**src/rtl/shift_engine_if.sv**
```systemverilog
// Bus bundle for shift_engine: load/strobe controls, serial lines, parallel data and status.
interface shift_engine_if #(
    parameter int WIDTH = 8
);
    logic             peripheralClkEdge;
    logic             parallelLoad;
    logic [WIDTH-1:0] parallelDataIn;
    logic             serialDataIn;
    logic             msbFirst;
    logic [WIDTH-1:0] parallelDataOut;
    logic             serialDataOut;
    logic             busy;
    logic             frameDone;

    modport master (
        output peripheralClkEdge, parallelLoad, parallelDataIn, serialDataIn, msbFirst,
        input  parallelDataOut, serialDataOut, busy, frameDone
    );

    modport slave (
        input  peripheralClkEdge, parallelLoad, parallelDataIn, serialDataIn, msbFirst,
        output parallelDataOut, serialDataOut, busy, frameDone
    );
endinterface

```
**src/rtl/shift_engine.sv**
```systemverilog
// Bidirectional-order serial shift engine: loads a word, shifts WIDTH bits out while
// shifting serial data in, and pulses frameDone when the frame completes.
module shift_engine #(
    parameter int WIDTH = 8
) (
    input  logic          clk,
    input  logic          reset,
    shift_engine_if.slave bus
);
    localparam int COUNT_W = $clog2(WIDTH) + 1;
    localparam logic [COUNT_W-1:0] LAST_COUNT = COUNT_W'(WIDTH - 1);

    typedef enum logic {
        IDLE  = 1'b0,
        SHIFT = 1'b1
    } state_t;

    state_t             state_reg, state_next;
    logic [WIDTH-1:0]   mem_reg, mem_next;
    logic               order_reg, order_next;
    logic [COUNT_W-1:0] count_reg, count_next;
    logic               done_reg, done_next;

    // Candidate next words for each bit order, built lane by lane.
    logic [WIDTH-1:0]   shift_lsb;
    logic [WIDTH-1:0]   shift_msb;

    genvar gi;
    generate
        for (gi = 0; gi < WIDTH; gi++) begin : g_lane
            if (gi == WIDTH - 1) begin : g_top
                assign shift_lsb[gi] = bus.serialDataIn;
            end else begin : g_mid_lsb
                assign shift_lsb[gi] = mem_reg[gi+1];
            end
            if (gi == 0) begin : g_bottom
                assign shift_msb[gi] = bus.serialDataIn;
            end else begin : g_mid_msb
                assign shift_msb[gi] = mem_reg[gi-1];
            end
        end
    endgenerate

    always_ff @(posedge clk or posedge reset) begin
        if (reset) begin
            state_reg <= IDLE;
            mem_reg   <= '0;
            order_reg <= 1'b0;
            count_reg <= '0;
            done_reg  <= 1'b0;
        end else begin
            state_reg <= state_next;
            mem_reg   <= mem_next;
            order_reg <= order_next;
            count_reg <= count_next;
            done_reg  <= done_next;
        end
    end

    always_comb begin
        state_next = state_reg;
        mem_next   = mem_reg;
        order_next = order_reg;
        count_next = count_reg;
        done_next  = 1'b0;
        // A load wins over a coincident strobe and silently restarts any frame.
        if (bus.parallelLoad) begin
            mem_next   = bus.parallelDataIn;
            order_next = bus.msbFirst;
            count_next = '0;
            state_next = SHIFT;
        end else if (state_reg == SHIFT && bus.peripheralClkEdge) begin
            mem_next   = order_reg ? shift_msb : shift_lsb;
            count_next = count_reg + 1'b1;
            if (count_reg == LAST_COUNT) begin
                state_next = IDLE;
                done_next  = 1'b1;
            end
        end
    end

    assign bus.parallelDataOut = mem_reg;
    assign bus.serialDataOut   = order_reg ? mem_reg[WIDTH-1] : mem_reg[0];
    assign bus.busy            = (state_reg == SHIFT);
    assign bus.frameDone       = done_reg;
endmodule

```
**src/flat_wrapper.sv**
```systemverilog
// flat-port wrapper written by rule: the top's interface ports become plain ports
module shift_engine_flat 
#(
    parameter int WIDTH = 8
)
  (clk, reset, bus_peripheralClkEdge, bus_parallelLoad, bus_parallelDataIn, bus_serialDataIn, bus_msbFirst, bus_parallelDataOut, bus_serialDataOut, bus_busy, bus_frameDone);
  shift_engine_if #(.WIDTH(WIDTH)) bus_i ();
  input  logic clk;
  input  logic reset;
  input wire logic [$bits(bus_i.peripheralClkEdge)-1:0] bus_peripheralClkEdge;
  input wire logic [$bits(bus_i.parallelLoad)-1:0] bus_parallelLoad;
  input wire logic [$bits(bus_i.parallelDataIn)-1:0] bus_parallelDataIn;
  input wire logic [$bits(bus_i.serialDataIn)-1:0] bus_serialDataIn;
  input wire logic [$bits(bus_i.msbFirst)-1:0] bus_msbFirst;
  output wire logic [$bits(bus_i.parallelDataOut)-1:0] bus_parallelDataOut;
  output wire logic [$bits(bus_i.serialDataOut)-1:0] bus_serialDataOut;
  output wire logic [$bits(bus_i.busy)-1:0] bus_busy;
  output wire logic [$bits(bus_i.frameDone)-1:0] bus_frameDone;
  assign bus_i.peripheralClkEdge = bus_peripheralClkEdge;
  assign bus_i.parallelLoad = bus_parallelLoad;
  assign bus_i.parallelDataIn = bus_parallelDataIn;
  assign bus_i.serialDataIn = bus_serialDataIn;
  assign bus_i.msbFirst = bus_msbFirst;
  assign bus_parallelDataOut = bus_i.parallelDataOut;
  assign bus_serialDataOut = bus_i.serialDataOut;
  assign bus_busy = bus_i.busy;
  assign bus_frameDone = bus_i.frameDone;
  shift_engine #(.WIDTH(WIDTH)) u_core (.clk(clk), .reset(reset), .bus(bus_i));
endmodule
```
**config.mk**
```make
export PLATFORM = sky130hd
export DESIGN_NAME = shift_engine_flat
export DESIGN_NICKNAME = d
export VERILOG_FILES = /design/src/rtl/shift_engine_if.sv /design/src/rtl/shift_engine.sv /design/src/flat_wrapper.sv
export SDC_FILE = /design/constraint.sdc
export NUM_CORES = 1
export LEC_CHECK = 0
export ABC_AREA = 1
export BUFFER_PORTS_ARGS = -buffer_cell sky130_fd_sc_hd__buf_4
export CAP_MARGIN = 20
export CORE_MARGIN = 10
export CORE_UTILIZATION = 25
export DETAILED_ROUTE_END_ITERATION = 10
export PLACE_DENSITY = 0.54
export REMOVE_ABC_BUFFERS = 1
export SYNTH_ARGS = -nofsm -noshare
export SYNTH_HDL_FRONTEND = slang
export SYNTH_SLANG_ARGS = --single-unit
```
**constraint.sdc**
```tcl
create_clock -name clk -period 1 [get_ports clk]
set_input_delay 0.3 -clock clk [delete_from_list [all_inputs] [get_ports clk]]
set_output_delay 0.3 -clock clk [all_outputs]
set_load 0.1 [all_outputs]
```
; Yosys cells after proc, flatten, opt, wreduce, memory -nomap -nowiden
; Cells that the tools add are included.
; W data, S select, Z words.
[totals]
reg_bits = 15
input_bits = 14
[classes]
eq_ne = 1
addsub = 1
muxes = 12
n_reduce_logical = 4
[op_table]
columns = cell, n
row1 = $mux W8, 3
row2 = $mux W4, 2
row3 = $mux W1, 7
row4 = $add A4 B1 Y4 const B, 1
row5 = $eq A4 B3 Y1 const B, 1
row6 = $reduce_bool A2 Y1, 2
row7 = $reduce_and A2 Y1, 1
row8 = $logic_and A1 B1 Y1, 1

; Longest topological paths before layout
[depth]
depth_word = 4
ltp_mapped = 5

; Worst setup path before layout
; OpenSTA, ideal clock, no wires.
[synth_timing]
kind = reg-to-output
start = register u_core.mem_reg[0], in the netlist u_core.bus.parallelDataOut[0]
end = output bus_serialDataOut
t_required_ns = 0.700
setup_slack_ns = -2.471
path_stages_with_launch = 3
arrival_ns = 3.171
path_cell_list = dfrtp_1 > inv_1 > o21ai_0
[synth_between]
elab_chain_cells = 1
[synth_lines]
columns = item, line
row1 = "start, declared", shift_engine.sv:19  ; logic [WIDTH-1:0] mem_reg, mem_next;
row2 = "start signal, assigned", shift_engine.sv:53  ; mem_reg <= mem_next;
row3 = $mux W1, shift_engine.sv:83  ; assign bus.serialDataOut = order_reg ? mem_reg[WIDTH-1] : mem_reg[0];
row4 = "end, declared", flat_wrapper.sv:16  ; output wire logic [$bits(bus_i.serialDataOut)-1:0] bus_serialDataOut;
; Every way passes these cells.

; Final worst setup path
[layout_timing]
start = register u_core.order_reg
end = output bus_serialDataOut
[layout_between]
elab_chain_cells = 1
[layout_lines]
columns = item, line
row1 = "start, declared", shift_engine.sv:20  ; logic order_reg, order_next;
row2 = "start signal, assigned", shift_engine.sv:54  ; order_reg <= order_next;
row3 = $mux W1, shift_engine.sv:83
; Every way passes these cells.

==> metrics <==
reg-to-reg startpoint u_core.order_reg$_DFFE_PP0P_; # clock sinks 15; most common cell after layout, fill and taps aside nand2_1; Static Leak between 0.7 and 0.8 nW; RSZ-0062 raised after global routing true; routability cong. just under 0.8; Fillers just under 300; DP Area around 0.0012 mm^2; vias between 800 and 900; GRT Total Usage 8.46%; Ports 25; WHS -0.000150 ns; # setup viols final 21; Tmin final 1.39 ns; Layout area overhead 85.4%; Hold WC Path Type in -> async; startpoint types flop; synthesized flop and latch total 15; RR Endpoint u_core.bus.parallelDataOut[6]$_DFFE_PP0P_; vias in the first global route 940; status complete, but fails checks; DP Worst Slack -0.165 ns; Chip Width 76.8 um; Clk Latency, worst-skew pair just under 0.3 ns; max-cap viol count 0; Rows 20; sequential group share of total power 33.0%; DR iter-0 viols 9; Worst-path clk slew roughly 0.09 ns; CP Class reg -> out; core area a little over 0.003 mm^2; die area ~0.0059 mm^2; Final Max Slew Viols 0; First-pass DRT Iterations 4; Setup crit end kind primary output; wirelength, routed 2.48 mm; register area share after synthesis 46.5%; antenna violations before repair 0; Die Span Y 76.8 um; total grt overflow 0; first-pass GRT wire length about 4.2 mm; Via density approximately 4.5; Final Hold Fails 3; Worst-Margin Slew approximately 0.2 ns; f_max between 0.7 and 0.8 GHz; maximum clock insertion buffer count 2; Switching Share a little over two fifths; Largest register FFs 8; Initial Utilization 26.2%; yosys warns 0; non-filler cells in the finished layout 200; dpl hpwl about 1.8 mm; layout cell share with drive strength beyond 1 between 40% and 50%; Int Pwr about 1.3 mW; sequential cell area approximately 380 um^2; combinational share of power between 50% and 60%; violated checks hold timing, setup timing; Inst Count DP between 150 and 200; CTS tree done; worst r2r path cells 6; final critical-path setup slack -0.394 ns; largest net degree at the start of global routing 16; switching power roughly 0.9 mW; Post-Syn Area per Cell between 7 and 8 um^2; clock network power share 16.6%; PortBufs 24; Synth cell types 20; Root Driver clkbuf_4; Netlist Area Pre-Place 807 um^2; hold_buf cts 0; n_diodes 0; peak supply drop 775 uV; Tcrit/Tclk final 139%; critical path data required time roughly 0.7 ns; DRC Markers 0; fin area 0.00150 mm^2; worst endpoint data arrival time 1.09 ns; Routed WL per cell between 10 and 15 um; CTS buffer count 3; Worst slew margin 86.6%; pwr/cell area roughly 1500 mW/mm^2; most frequent cells in the layout nand2_1, buf_4, dfrtp_1; DRT antenna net count 0; setup skew after layout about 0.0020 ns; Clock H-tree levels 1; worst reg2reg setup slack -0.07 ns; Max FO, Critical Path 3; Syn Inst Count about 110; Multi-input gate area ~460 um^2; nets@finish about 170
==> repair_timing <==
item / 4_1_cts / 5_1_grt
setup endpoints to repair: 21 / 25
resized for setup: 55 / 10
setup buffers: 5 / 2
pin swaps: 5 / 5
==> worst max-delay path: stages, from the launching register on <==
cell,delay [ns]
dfrtp_1,0.41
o21ai_2,0.19
buf_12,0.19
==> per-stage QoR <==
stage	utilization (%)	total power [mW]	setup TNS, ns	hold WS [ns]
finish	48.6	2.18	-3.09	-0.000150
global route	48.6	2.29	-4.25	0.00653
CTS	46.9	2.15	-3.72	0.00349
detailed placement	38.3	1.59	-0.943	0.325
global placement	38.3	1.59	-1.01	0.323
floorplan	-	1.28	-16.33	0.201
==> power groups by stage <==
stage	clock, mW	combinational [mW]	sequential (mW)
6_report	0.361	1.10	0.718
5_1_grt	0.400	1.16	0.725
4_1_cts	0.376	1.06	0.717
3_5_place_dp	0	0.881	0.709
3_3_place_gp	0	0.880	0.708
2_1_floorplan	0	0.210	1.07
==> kinds of logic (layout without fill, tap and decap cells) <==
group	Yosys count	count (layout)	share of synthesized area [%]
adder cells (fa/ha/maj)	1	1	1.55
AND/OR/NAND/NOR	60	60	31.2
buffers and inverters	11	59	6.98
AO/OA/AOI/OAI	21	21	13.8
flip-flops	15	15	46.5
==> area by class of cell <==
type                    count  area share, %
multi-input cells          82           30.5
flip-flops and latches     15           25.1
well taps                  44           3.68
clock buffers               4           1.76
inverters                   6           1.84
repair buffers             49           37.1
==> worst max path at each step <==
stage                                                          from           endpoint  slack (ns)  cells past startpoint
after global placement                 u_core.order_reg$_DFFE_PP0P_  bus_serialDataOut       -0.19                      2
final                                  u_core.order_reg$_DFFE_PP0P_  bus_serialDataOut       -0.39                      2
after floorplan           u_core.bus.parallelDataOut[0]$_DFFE_PP0P_  bus_serialDataOut       -2.47                      2
after CTS                 u_core.bus.parallelDataOut[0]$_DFFE_PP0P_  bus_serialDataOut       -0.41                      3
after detailed placement               u_core.order_reg$_DFFE_PP0P_  bus_serialDataOut       -0.16                      2
after global routing                   u_core.order_reg$_DFFE_PP0P_  bus_serialDataOut       -0.45                      2
==> cell usage after synthesis (all sizes together) <==
| master | instances | area (um^2) |
|---|---|---|
| nand3b | 1 | 7.51 |
| inv | 5 | 18.8 |
| or2 | 1 | 6.26 |
| buf | 5 | 33.8 |
| nor2 | 12 | 45.0 |
| nand2 | 32 | 120 |
| clkinv | 1 | 3.75 |
| nand3 | 11 | 55.1 |
| nor3 | 2 | 10.0 |
| ha | 1 | 12.5 |
| a21oi | 2 | 10.0 |
| nor3b | 1 | 7.51 |
| o21ai | 18 | 93.8 |
| o21bai | 1 | 7.51 |
| dfrtp | 15 | 375 |
==> metal layers <==
layer / vias up / wire length (um) / GRT usage, %
met5: - / 0 / 0
met1: 412 / 971 / 8.58
met4: 0 / 46 / 4.09
li1: 450 / - / -
met3: 5 / 207 / 3.96
met2: 26 / 1250 / 14.3
No activity file was read; power rests on OpenSTA's default activity.
